`src/rtl/shared_mem_arbiter.sv`:
```
// Two-requester round-robin arbiter for the shared-memory slave port, with read-response routing.
// Optional SHARED_ARB_LOCK_EN adds m1_lock, which keeps requester 1 as the exclusive owner.
module shared_mem_arbiter #(
  parameter int unsigned AW      = 32,
  parameter int unsigned DW      = 32,
  parameter int unsigned LATENCY = 1
) (
  input  logic            msoc_clk,
  input  logic            rstn,
  input  logic            m0_req,
  input  logic            m0_we,
  input  logic [AW-1:0]   m0_addr,
  input  logic [DW-1:0]   m0_wdata,
  input  logic [DW/8-1:0] m0_be,
  output logic            m0_gnt,
  output logic            m0_rvalid,
  output logic [DW-1:0]   m0_rdata,
  input  logic            m1_req,
  input  logic            m1_we,
  input  logic [AW-1:0]   m1_addr,
  input  logic [DW-1:0]   m1_wdata,
  input  logic [DW/8-1:0] m1_be,
`ifdef SHARED_ARB_LOCK_EN
  input  logic            m1_lock,
`endif
  output logic            m1_gnt,
  output logic            m1_rvalid,
  output logic [DW-1:0]   m1_rdata,
  input  logic            s_ready,
  output logic            s_ce,
  output logic            s_we,
  output logic [AW-1:0]   s_addr,
  output logic [DW-1:0]   s_wdata,
  output logic [DW/8-1:0] s_be,
  input  logic [DW-1:0]   s_rdata
);

  logic               last_grant;
  logic [LATENCY-1:0] pipe_valid;
  logic [LATENCY-1:0] pipe_owner;
  logic               m0_elig;
  logic               win1;
  logic               grant;

  always_comb begin
    m0_elig = m0_req;
`ifdef SHARED_ARB_LOCK_EN
    // Requester 1 keeps ownership while locked and it was the last winner.
    if (m1_lock && last_grant) m0_elig = 1'b0;
`endif
    win1  = (m0_elig && m1_req) ? ~last_grant : m1_req;
    grant = s_ready & (m0_elig | m1_req);
  end

  always_comb begin
    m0_gnt  = grant & ~win1;
    m1_gnt  = grant & win1;
    s_ce    = grant;
    s_we    = m0_we;
    s_addr  = m0_addr;
    s_wdata = m0_wdata;
    s_be    = m0_be;
    if (grant && win1) begin
      s_we    = m1_we;
      s_addr  = m1_addr;
      s_wdata = m1_wdata;
      s_be    = m1_be;
    end
  end

  always_ff @(posedge msoc_clk) begin
    if (!rstn) begin
      last_grant <= 1'b1;
      pipe_valid <= '0;
      pipe_owner <= '0;
    end else begin
      if (grant) last_grant <= win1;
      for (int i = int'(LATENCY) - 1; i > 0; i--) begin
        pipe_valid[i] <= pipe_valid[i-1];
        pipe_owner[i] <= pipe_owner[i-1];
      end
      pipe_valid[0] <= grant & ~s_we;
      pipe_owner[0] <= win1;
    end
  end

  always_comb begin
    m0_rvalid = pipe_valid[LATENCY-1] & ~pipe_owner[LATENCY-1];
    m1_rvalid = pipe_valid[LATENCY-1] & pipe_owner[LATENCY-1];
    m0_rdata  = s_rdata;
    m1_rdata  = s_rdata;
  end

endmodule

```
`config.mk`:
```
export PLATFORM = sky130hd
export DESIGN_NAME = shared_mem_arbiter
export DESIGN_NICKNAME = d
export VERILOG_FILES = /design/src/rtl/shared_mem_arbiter.sv
export SDC_FILE = /design/constraint.sdc
export NUM_CORES = 1
export LEC_CHECK = 0
export ABC_AREA = 0
export CORE_AREA = 2 2 122 124
export CTS_BUF_LIST = sky130_fd_sc_hd__clkbuf_16
export DETAILED_ROUTE_END_ITERATION = 10
export DIE_AREA = 0 0 124 126
export PLACE_DENSITY = 0.58
export SYNTH_ARGS = -nofsm -noshare
export SYNTH_HDL_FRONTEND = slang
export SYNTH_SLANG_ARGS = --single-unit
```
`constraint.sdc`:
```
create_clock -name msoc_clk -period 1.84 [get_ports msoc_clk]
set_clock_uncertainty 0.05 [all_clocks]
set_input_delay 0.368 -clock msoc_clk [delete_from_list [all_inputs] [get_ports msoc_clk]]
set_output_delay 0.368 -clock msoc_clk [all_outputs]
set_load 0.02 [all_outputs]
```
Yosys cells after proc, flatten, opt, wreduce, memory -nomap -nowiden
Cells that the tools add are included.
Storage, ports and cells
  register bits: 3
  input bits: 175
  output and inout bits: 138
  logic and storage cells: 21
Operators by class
  muxes and demuxes: 5
  bitwise gates (word level): 11
  reduce and logical (&&, ||, !) cells: 2
Operators with widths (number)
  two-way mux 32 bit: 2
  AND 1 bit: 6
  two-way mux 4 bit: 1
  inverter 1 bit: 4
  logical AND 1 bit: 2
  two-way mux 1 bit: 2
  bitwise OR 1 bit: 1

Logic depth before layout (Yosys ltp)
Gate-level depths: netlist of run 1.
  depth after elaboration: 6
  gate-level depth with buffers: 4

Least setup slack after synthesis of run 1
Ideal clock, no wire load.
  path type: input -> output
  start: in s_ready
  end: out s_addr[22]
  data arrival time: 1.156 ns
  setup slack: 0.266 ns
  stages: 4
  cells stage by stage: and2_4 -> nand2_8 -> buf_8 -> mux2_4
On the way
  longest elaborated chain between the ends: 3
Ends and longest elaborated chain
  start, declared: line 29  | input logic s_ready,
  AND 1 bit: line 52  | grant = s_ready & (m0_elig | m1_req);
  logical AND 1 bit: line 63  | if (grant && win1) begin
  two-way mux 32 bit: line 63
  end, declared: line 32  | output logic [AW-1:0] s_addr,
Every way passes these cells.

Worst setup path after layout of run 1
  start: reg last_grant
  end: out s_wdata[4]
On the way
  longest elaborated chain between the ends: 4
Ends and longest elaborated chain
  start, declared: line 38  | logic last_grant;
  start signal, assigned: line 77  | if (grant) last_grant <= win1;
  inverter 1 bit: line 51  | win1 = (m0_elig && m1_req) ? ~last_grant : m1_req;
  two-way mux 1 bit: line 51
  logical AND 1 bit: line 63
  two-way mux 32 bit: line 63
  end, declared: line 33  | output logic [DW-1:0] s_wdata,
Every way passes these cells.

==> qor.csv, run 1 <==
metric,value,unit
cellPowerDensity,377,nW/um2
pwr-share-seq,4.6,%
wl_per_cell,16.3,um
dpl.cell_count,501,
worst_pin_slew,0.231,ns
worstSetupPathType,register to output pin,
worstPathMaxFanout,8,
setup_slack,-0.0792,ns
p_switching,0.477,mW
antenna_found_initial,0,
cp-end-kind,output pin,
drtAntennaViolNets,0,
pre_cts_ws,-0.855,ns
io_buffers,216,
grt_overflow,0,
power_frac_clock,21.7,%
fp-row-count,44,
dr.pass1.iters,4,
outcome,"complete, but fails checks",
startpoint_type,register,
synthesis.area,1820,um2
violations,setup timing,
grt_max_degree,10,
htree_num_levels,1,
synthCells,158,
met2_wirelength,4.57,mm
cts_root_buf,clkbuf_16,
synth-seq-cells,3,
design_area,4200,um2
final_common_cell,clkdlybuf4s50_1,
die_h,126,um
topRoutingLayerUsed,met4,
io_pins,313,
grt.total_usage,9.64,%
worstPathRequired,1.42,ns
drt_wl_total,8.49,mm
ys_seq_area_share,3.31,%
dieArea,15600,um2
wl_met3,1.06,mm
clockBufferDepth,2,
dp_hpwl,6.85,mm
clkTransAtPathRegs,0.03,ns
fin_crit,1.92,ns
final_util,29.4,%
grt_pass1_wl,11.4,mm
cap_violations,0,
die_w,124,um
grt_setup_unrepaired,true,
place_congestion,0.734,
ir_worst_vdd,0.219,mV
slew_violations,0,
num-fill-cells,1437,
ys_top_cells_by_area,"mux2_4 (56%), buf_4 (26%), buf_12 (6.6%), dfxtp_1 (3.3%), nand2_8 (1.1%)",
yosys_warnings,0,
cts_tree,built,
fmax,521,MHz
hp-class,primary input to register,
clock_latency,0.23,ns
synth_cell_types,19,
numCtsBuffers,3,
comb_power_share,73.7,%
synth_top_area_share,56.2,%
nets,511,
grt_pass1_vias,2007,
via_per_inst,3.48,
setup_viol,53,
vias,1806,
post_dp_cell_area,3740,um2
drive_above_1_share,53.4,%
area_growth_syn_to_layout,132,%
clock_sinks,3,
synth_nets,333,
relSlewSlack,84.6,%
syn_avg_cell_area,11.5,um2
synth_area_leader_cell,mux2_4,
timing.final.hold_violations,0,
design.core.area,14300,um2
period_share,104,%
netSwitchingFraction,30.1,%
layout_common_cells,"clkdlybuf4s50_1 (141), buf_6 (71), mux2_4 (68)",
met1Wirelength,2.77,mm
drc,0,
stdcell_count,519,
crit_arrival,1.50,ns
p_int,1.11,mW
num_antenna_cells,0,
leakagePower,1.99,nW
initial_core_util,12.7,%
drt_iter0_drc,14,
[sequential cells by signal, summed over array words and instances, names as in the netlist]
register / flops
last_grant: 1
pipe_valid: 1
pipe_owner: 1
[stage by stage]
step | hold WS, ns | total power, mW | setup TNS (ns)
global route | 0.476 | 1.64 | -4.56
floorplan | 0.407 | 0.734 | 0
CTS | 0.454 | 1.58 | -4.45
detailed placement | 0.496 | 1.12 | -57.45
global placement | 0.509 | 1.11 | -56.87
finish | 0.458 | 1.58 | -3.00
[final cells by class]
class / instances / area, um2 / share of cell area, %
Timing Repair Buffer: 243 / 2670 / 63.5
Clock inverter: 1 / 3.75 / 0.0893
Tap cell: 184 / 230 / 5.48
Inverter: 2 / 7.51 / 0.179
Sequential cell: 3 / 61.3 / 1.46
Multi-Input combinational cell: 83 / 1160 / 27.5
Clock buffer: 3 / 75.1 / 1.79
[path summary, 6_finish.rpt]
kind | from | endpoint | slack, ns | depth (start not counted)
max | last_grant$_SDFFE_PN1P_ | s_wdata[4] | -0.08 | 6
min | m1_req | pipe_owner$_SDFF_PN0_ | 0.46 | 3
min reg2reg | last_grant$_SDFFE_PN1P_ | last_grant$_SDFFE_PN1P_ | 0.51 | 2
max reg2reg | last_grant$_SDFFE_PN1P_ | last_grant$_SDFFE_PN1P_ | 0.71 | 6
[cells in the mapped netlist]
cell type	n
o21a_1	1
dfxtp_1	3
o211ai_1	1
nor2b_1	1
buf_4	64
buf_12	6
a311oi_1	1
nand2_1	2
a31o_2	1
and2_1	1
and3_1	1
a21boi_0	1
nand2_4	1
inv_1	2
mux2_4	68
and2_4	1
a21oi_1	1
nand2_8	1
buf_8	1
[layer usage]
| layer | GRT usage (%) | vias up |
|---|---|---|
| met5 | 0 | - |
| met4 | 2.18 | 0 |
| met3 | 3.03 | 15 |
| met2 | 19.7 | 122 |
| met1 | 9.04 | 830 |
| li1 | - | 839 |
[critical path, stage by stage (launching register included)]
cell and delay (ns):
dfxtp_2 0.33, nand2_4 0.10, nand2_8 0.11, buf_12 0.16, buf_16 0.14, mux2_4 0.30, buf_6 0.13
[cell families (layout without fill, tap and decap cells)]
logic type	after synthesis	after routing	synth area share (%)
buffers and inverters	73	249	34.3
muxes	68	68	56.2
and+or+nand+nor	8	9	3.65
AOI/OAI and AO/OA	6	6	2.48
DFF	3	3	3.31
[what timing repair did]
action | 4_1_cts | 5_1_grt
hold buffers | 0 | 0
gates resized for setup | 429 | 15
pin swaps | 3 | 4
endpoints found under the setup margin | 72 | 69
setup buffers | 7 | 2
cloned | 5 | 1
[power groups by stage]
stage                     clock network, mW  logic (mW)  registers, mW
after detailed placement                  0        1.04         0.0726
after global placement                    0        1.04         0.0728
final                                 0.344        1.17         0.0725
after floorplan                           0       0.661         0.0723
after global routing                  0.350        1.22         0.0730
after CTS                             0.346        1.16         0.0725
Power figures use the tool's default switching activity.
==> run 2, diff against run 1 <==
--- a/config.mk
+++ b/config.mk
@@ -6,11 +6,11 @@
 export NUM_CORES = 1
 export LEC_CHECK = 0
 export ABC_AREA = 0
-export CORE_AREA = 2 2 122 124
+export CORE_AREA = 2 2 121 123
 export CTS_BUF_LIST = sky130_fd_sc_hd__clkbuf_16
 export DETAILED_ROUTE_END_ITERATION = 10
-export DIE_AREA = 0 0 124 126
-export PLACE_DENSITY = 0.58
+export DIE_AREA = 0 0 123 125
+export PLACE_DENSITY = 0.61
 export SYNTH_ARGS = -nofsm -noshare
 export SYNTH_HDL_FRONTEND = slang
 export SYNTH_SLANG_ARGS = --single-unit
==> constraint.sdc (replaced) <==
create_clock -name msoc_clk -period 1.6 [get_ports msoc_clk]
set_clock_uncertainty 0.05 [all_clocks]
set_input_delay 0.32 -clock msoc_clk [delete_from_list [all_inputs] [get_ports msoc_clk]]
set_output_delay 0.32 -clock msoc_clk [all_outputs]
set_load 0.02 [all_outputs]
==> run 2 against run 1 <==
- the run still ends with setup timing left
- die area fell by 1.6%
- sequential power rose by 15%
- largest cell class unchanged
- largest power group unchanged
- combinational power rose by 7%
- clock power rose by 14%
- hold slack got worse by 0.11 ns
- flip-flop and latch count did not move
- final cell count rose by 1.2%
- utilization fell by 1.1 points
- highest routed layer unchanged
- clock-buffer cell count did not move
- first-iteration DRC count rose to 2.6 times the previous value
- via count rose by 1.3%
- critical endpoint is now s_wdata[24]
- critical path type unchanged
==> qor.csv, run 2 (synthesis results as in run 1) <==
metric,value,unit,change
ir_worst_vdd,0.276,mV,+26%
grt_max_degree,21,,+11
clock_sinks,3,,unchanged
grt_setup_unrepaired,true,,
violations,setup timing,,
stdcell_count,525,,+1.2%
period_share,118,%,
crit_arrival,1.52,ns,+0.02 ns
grt_pass1_vias,1835,,-8.6%
p_int,1.21,mW,+9.2%
num-fill-cells,1462,,+1.7%
startpoint_type,register,,
cp-startpoint,last_grant$_SDFFE_PN1P_,,
worstPathRequired,1.23,ns,-0.19 ns
layout_common_cells,"clkdlybuf4s50_1 (138), mux2_4 (68), buf_6 (57)",,
worst-r2r-setup-slack,0.46,ns,-0.25 ns
worst_pin_slew,0.261,ns,+0.0305 ns
fp-row-count,44,,unchanged
die_w,123,um,-0.81%
worstPathMaxFanout,6,,-2
dieArea,15400,um2,-1.6%
drc,0,,unchanged
io_buffers,216,,unchanged
initial_core_util,12.8,%,+0.098 points
die_h,125,um,-0.79%
dp_hpwl,6.05,mm,-12%
reg2reg_depth,5,,-1
cts_tree,built,,
whs_path_depth,2,,-1
relSlewSlack,82.6,%,-2.0 points
dr.pass1.iters,4,,unchanged
timing.final.hold_violations,0,,unchanged
setup_slack,-0.289,ns,-0.210 ns
drive_above_1_share,54.3,%,+0.82 points
cp-end-kind,output pin,,
cellPowerDensity,429,nW/um2,+14%
power_frac_clock,22.7,%,+1.0 points
wl_per_cell,14.1,um,-14%
antenna_found_initial,0,,unchanged
leakagePower,1.94,nW,-2.5%
drt_iter0_drc,37,,+23
cts_root_buf,clkbuf_16,,
drt_wl_total,7.40,mm,-13%
via_per_inst,3.49,,+0.17%
ctsHoldBuffers,0,,unchanged
design.core.area,14200,um2,-0.77%
htree_num_levels,1,,unchanged
fmax,529,MHz,
pwr-share-seq,4.8,%,+0.2 points
grt.total_usage,8.16,%,-1.5 points
setup_viol,68,,+28%
cap_violations,0,,unchanged
area_growth_syn_to_layout,121,%,
nets,517,,+1.2%
outcome,"complete, but fails checks",,
io_pins,313,,unchanged
slew_violations,0,,unchanged
clkTransAtPathRegs,0.03,ns,about the same
numCtsBuffers,3,,unchanged
hp-class,primary input to register,,
grt_pass1_wl,9.76,mm,-15%
vias,1830,,+1.3%
comb_power_share,72.5,%,-1.2 points
holdWs,0.350,ns,-0.108 ns
worstSetupPathType,register to output pin,,
clock_latency,0.22,ns,about the same
drtAntennaViolNets,0,,unchanged
p_switching,0.515,mW,+8.1%
final_util,28.3,%,-1.1 points
num_antenna_cells,0,,unchanged
dpl.cell_count,501,,unchanged
grt_overflow,0,,unchanged
place_congestion,0.697,,-5.0%
final_common_cell,clkdlybuf4s50_1,,
fin_crit,1.89,ns,
min_from,m1_req,,
netSwitchingFraction,29.9,%,-0.22 points
r2r-end,pipe_valid$_SDFF_PN0_,,
hold_end,pipe_owner$_SDFF_PN0_,,
r2r-start,last_grant$_SDFFE_PN1P_,,
clockBufferDepth,2,,unchanged
reg.largest.list,"last_grant: 1 flops, pipe_owner: 1 flops, pipe_valid: 1 flops",,
-- run 2: layout make-up --
| class | count | area, um2 | area share [%] |
|---|---|---|---|
| Clock inverter | 1 | 3.75 | 0.0935 |
| Timing Repair Buffer | 250 | 2500 | 62.3 |
| Multi-Input combinational cell | 82 | 1140 | 28.3 |
| Tap cell | 184 | 230 | 5.73 |
| Inverter | 2 | 7.51 | 0.187 |
| Sequential cell | 3 | 61.3 | 1.53 |
| Clock buffer | 3 | 75.1 | 1.87 |
-- run 2: repair_timing --
action | in CTS | in global routing
endpoints found under the setup margin | 75 | 70
pin swaps | 3 | 2
gates resized for setup | 371 | 27
gates cloned | 0 | 2
buffers inserted | 10 | 9
-- run 2: through the flow --
stage	TNS [ns]	power (mW)	worst slack (ns)	cell area (um2)
2_1_floorplan	0	0.844	0.122	1820
3_3_place_gp	-63.24	1.27	-0.942	3740
3_5_place_dp	-66.63	1.28	-0.987	3740
4_1_cts	-14.62	1.69	-0.351	3830
5_1_grt	-16.38	1.80	-0.318	4020
6_report	-13.33	1.72	-0.289	4020
-- run 2: power by group through the flow --
stage	Clock, mW	Sequential, mW	Combinational (mW)
after floorplan	0	0.0832	0.761
after global placement	0	0.0835	1.19
after detailed placement	0	0.0838	1.19
after CTS	0.400	0.0834	1.20
after global routing	0.404	0.0841	1.31
final	0.391	0.0833	1.25
-- run 2: worst max path at each step --
stage                  end  slack [ns]  depth (start not counted)
6_report       s_wdata[24]       -0.29                          7
4_1_cts         s_addr[11]       -0.35                          5
5_1_grt        s_wdata[24]       -0.32                          7
3_3_place_gp   s_wdata[24]       -0.94                          6
3_5_place_dp    s_wdata[3]       -0.99                          6
2_1_floorplan   s_addr[22]        0.12                          4
-- run 2: worst max-delay path: stages (launching register included) --
cell	delay (ns)
dfxtp_2	0.32
nand2_4	0.08
nand2_8	0.08
buf_12	0.14
buf_8	0.12
buf_6	0.11
mux2_4	0.29
buf_6	0.14
-- run 2: layer usage --
| metal | vias up | track usage (%) | routed length, um |
|---|---|---|---|
| met5 | - | 0 | 0 |
| met2 | 127 | 15.4 | 3680 |
| met4 | 0 | 2.27 | 93 |
| li1 | 847 | - | - |
| met1 | 836 | 8.15 | 2460 |
| met3 | 20 | 3.19 | 1160 |
==> run 3, diff against run 2 <==
--- a/config.mk
+++ b/config.mk
@@ -11,6 +11,7 @@
 export DETAILED_ROUTE_END_ITERATION = 10
 export DIE_AREA = 0 0 123 125
 export PLACE_DENSITY = 0.61
+export SKIP_LAST_GASP = 1
 export SYNTH_ARGS = -nofsm -noshare
 export SYNTH_HDL_FRONTEND = slang
 export SYNTH_SLANG_ARGS = --single-unit
==> run 3 against run 2 <==
- the run still ends with setup timing left
- sequential power about the same
- global-route usage increased by 0.065 points
- final area up 6.6%
- final cell count up 2.1%
- worst setup slack worse by 0.034 ns
- first-iteration DRC count is 38% lower
- flip-flop and latch count did not move
- hold slack improved by 0.0014 ns
- routed wire length grew 13%
- total power rose by 5.2%
- critical path type unchanged
- critical endpoint unchanged
- largest cell class unchanged
- highest routed layer unchanged
==> qor.csv, run 3 (synthesis results as in run 1) <==
metric,value,unit,change
clockBufferDepth,2,,unchanged
drt_wl_total,8.35,mm,+13%
setup_viol,69,,+1.5%
worstPathMaxFanout,5,,-1
clkTransAtPathRegs,0.03,ns,about the same
comb_power_share,73.8,%,+1.3 points
crit_arrival,1.55,ns,+0.03 ns
netSwitchingFraction,30.1,%,+0.21 points
die_h,125,um,unchanged
outcome,"complete, but fails checks",,
fin_crit,1.92,ns,+0.0336 ns
power_frac_clock,21.6,%,-1.1 points
design.core.area,14200,um2,unchanged
vias,1870,,+2.2%
area_growth_syn_to_layout,136,%,
crit_buf_inv,4,,unchanged
wl_per_cell,15.6,um,+10%
post_dp_cell_area,3740,um2,unchanged
io_pins,313,,unchanged
htree_num_levels,1,,unchanged
grt_pass1_wl,9.84,mm,+0.78%
dieArea,15400,um2,unchanged
cp_cell_sequence,nand2_4 > nand2_8 > buf_12 > buf_8 > buf_6 > mux2_4 > buf_6,,
design_area,4280,um2,+6.6%
slew_violations,0,,unchanged
p_int,1.27,mW,+4.9%
grt_overflow,0,,unchanged
startpoint_type,register,,
relSlewSlack,81.7,%,-0.85 points
grt_pass1_vias,1868,,+1.8%
fp-row-count,44,,unchanged
worst_pin_slew,0.274,ns,+0.0128 ns
grt.total_usage,8.23,%,+0.065 points
clock_latency,0.22,ns,about the same
p_switching,0.546,mW,+5.9%
nets,528,,+2.1%
layout_common_cells,"clkdlybuf4s50_1 (138), mux2_4 (68), buf_6 (68)",,
numCtsBuffers,3,,unchanged
worstSetupPathType,register to output pin,,
ir_worst_vdd,0.276,mV,-0.20%
drt_iter0_drc,23,,-38%
pwr-share-seq,4.6,%,-0.2 points
cellPowerDensity,424,nW/um2,-1.3%
antenna_found_initial,0,,unchanged
setup_slack,-0.323,ns,-0.0336 ns
die_w,123,um,unchanged
dp_hpwl,6.05,mm,unchanged
fmax,520,MHz,-1.7%
final_util,30.1,%,+1.9 points
cap_violations,0,,unchanged
period_share,120,%,+2.1 points
drive_above_1_share,55.7,%,+1.4 points
max_stage_delay,0.32,ns,about the same
initial_core_util,12.8,%,unchanged
io_buffers,216,,unchanged
reg.largest.list,"last_grant: 1 flops, pipe_owner: 1 flops, pipe_valid: 1 flops",,
crit_family,buffers and inverters,,
timing.final.hold_violations,0,,unchanged
crit_top_cell,buf_6,,
worstPathRequired,1.23,ns,about the same
via_per_inst,3.49,,about the same
num_antenna_cells,0,,unchanged
drc,0,,unchanged
violations,setup timing,,
worst-r2r-setup-slack,0.41,ns,-0.05 ns
cp-end-kind,output pin,,
grt_max_degree,21,,unchanged
clock_sinks,3,,unchanged
drtAntennaViolNets,0,,unchanged
grt_setup_unrepaired,true,,
cts_tree,built,,
leakagePower,2.07,nW,+6.6%
slowest_stage,dfxtp_2,,
dr.pass1.iters,4,,unchanged
final_common_cell,clkdlybuf4s50_1,,
place_congestion,0.697,,unchanged
cts_root_buf,clkbuf_16,,
hp-class,primary input to register,,
[run 3: changes by cell type in the layout (fill, tap and decap cells not counted), sizes merged]
cell    change
clkbuf      +6
buf         +4
nand2       +1
[run 3: what timing repair did]
action / 4_1_cts / 5_1_grt
endpoints found under the hold margin: 0 / 0
setup buffers: 10 / 14
resized for setup: 211 / 200
pin swaps: 3 / 3
hold buffers: 0 / 0
setup endpoints to repair: 75 / 71
cloned: 0 / 8
[run 3: worst paths after layout]
check | startpoint | end | cells after the start
hold reg to reg | last_grant$_SDFFE_PN1P_ | last_grant$_SDFFE_PN1P_ | 3
setup reg to reg | last_grant$_SDFFE_PN1P_ | pipe_valid$_SDFF_PN0_ | 5
setup / recovery | last_grant$_SDFFE_PN1P_ | s_wdata[24] | 7
hold / removal | m1_req | pipe_owner$_SDFF_PN0_ | 2
[run 3: power by group through the flow]
stage	sequential (mW)	combinational [mW]	clock (mW)
floorplan	0.0832	0.761	0
global placement	0.0835	1.19	0
detailed placement	0.0838	1.19	0
CTS	0.0834	1.17	0.400
global route	0.0839	1.41	0.404
finish	0.0833	1.34	0.391
[run 3: worst register-to-register path: cells and delay by family (launching register included)]
family | cells | cell delay [ns]
AOI/OAI and AO/OA | 2 | 0.31
buffers and inverters | 2 | 0.29
DFF | 1 | 0.32
and+or+nand+nor | 1 | 0.12
[run 3: per-stage QoR]
| stage | TNS (ns) | cells | power, mW | hold slack (ns) | setup slack (ns) |
|---|---|---|---|---|---|
| global route | -19.53 | 536 | 1.90 | 0.360 | -0.354 |
| CTS | -21.84 | 514 | 1.66 | 0.354 | -0.380 |
| detailed placement | -66.63 | 501 | 1.28 | 0.507 | -0.987 |
| finish | -16.63 | 536 | 1.81 | 0.352 | -0.323 |
| global placement | -63.24 | 501 | 1.27 | 0.490 | -0.942 |
| floorplan | 0 | 158 | 0.844 | 0.359 | 0.122 |
[run 3: layout make-up]
cell class	instances	area, um2
inverter	2	7.51
clock buffer	3	75.1
clock inverter	1	3.75
sequential	3	61.3
multi-input combinational	83	1160
fill	1437	9920
tap	184	230
timing repair buffer	260	2750
[run 3: layer usage]
layer / up-vias / GRT usage (%) / routed length [um]
met2: 125 / 15.6 / 4210
met1: 851 / 8.18 / 2930
li1: 874 / - / -
met4: 0 / 2.27 / 92
met5: - / 0 / 0
met3: 20 / 3.19 / 1120
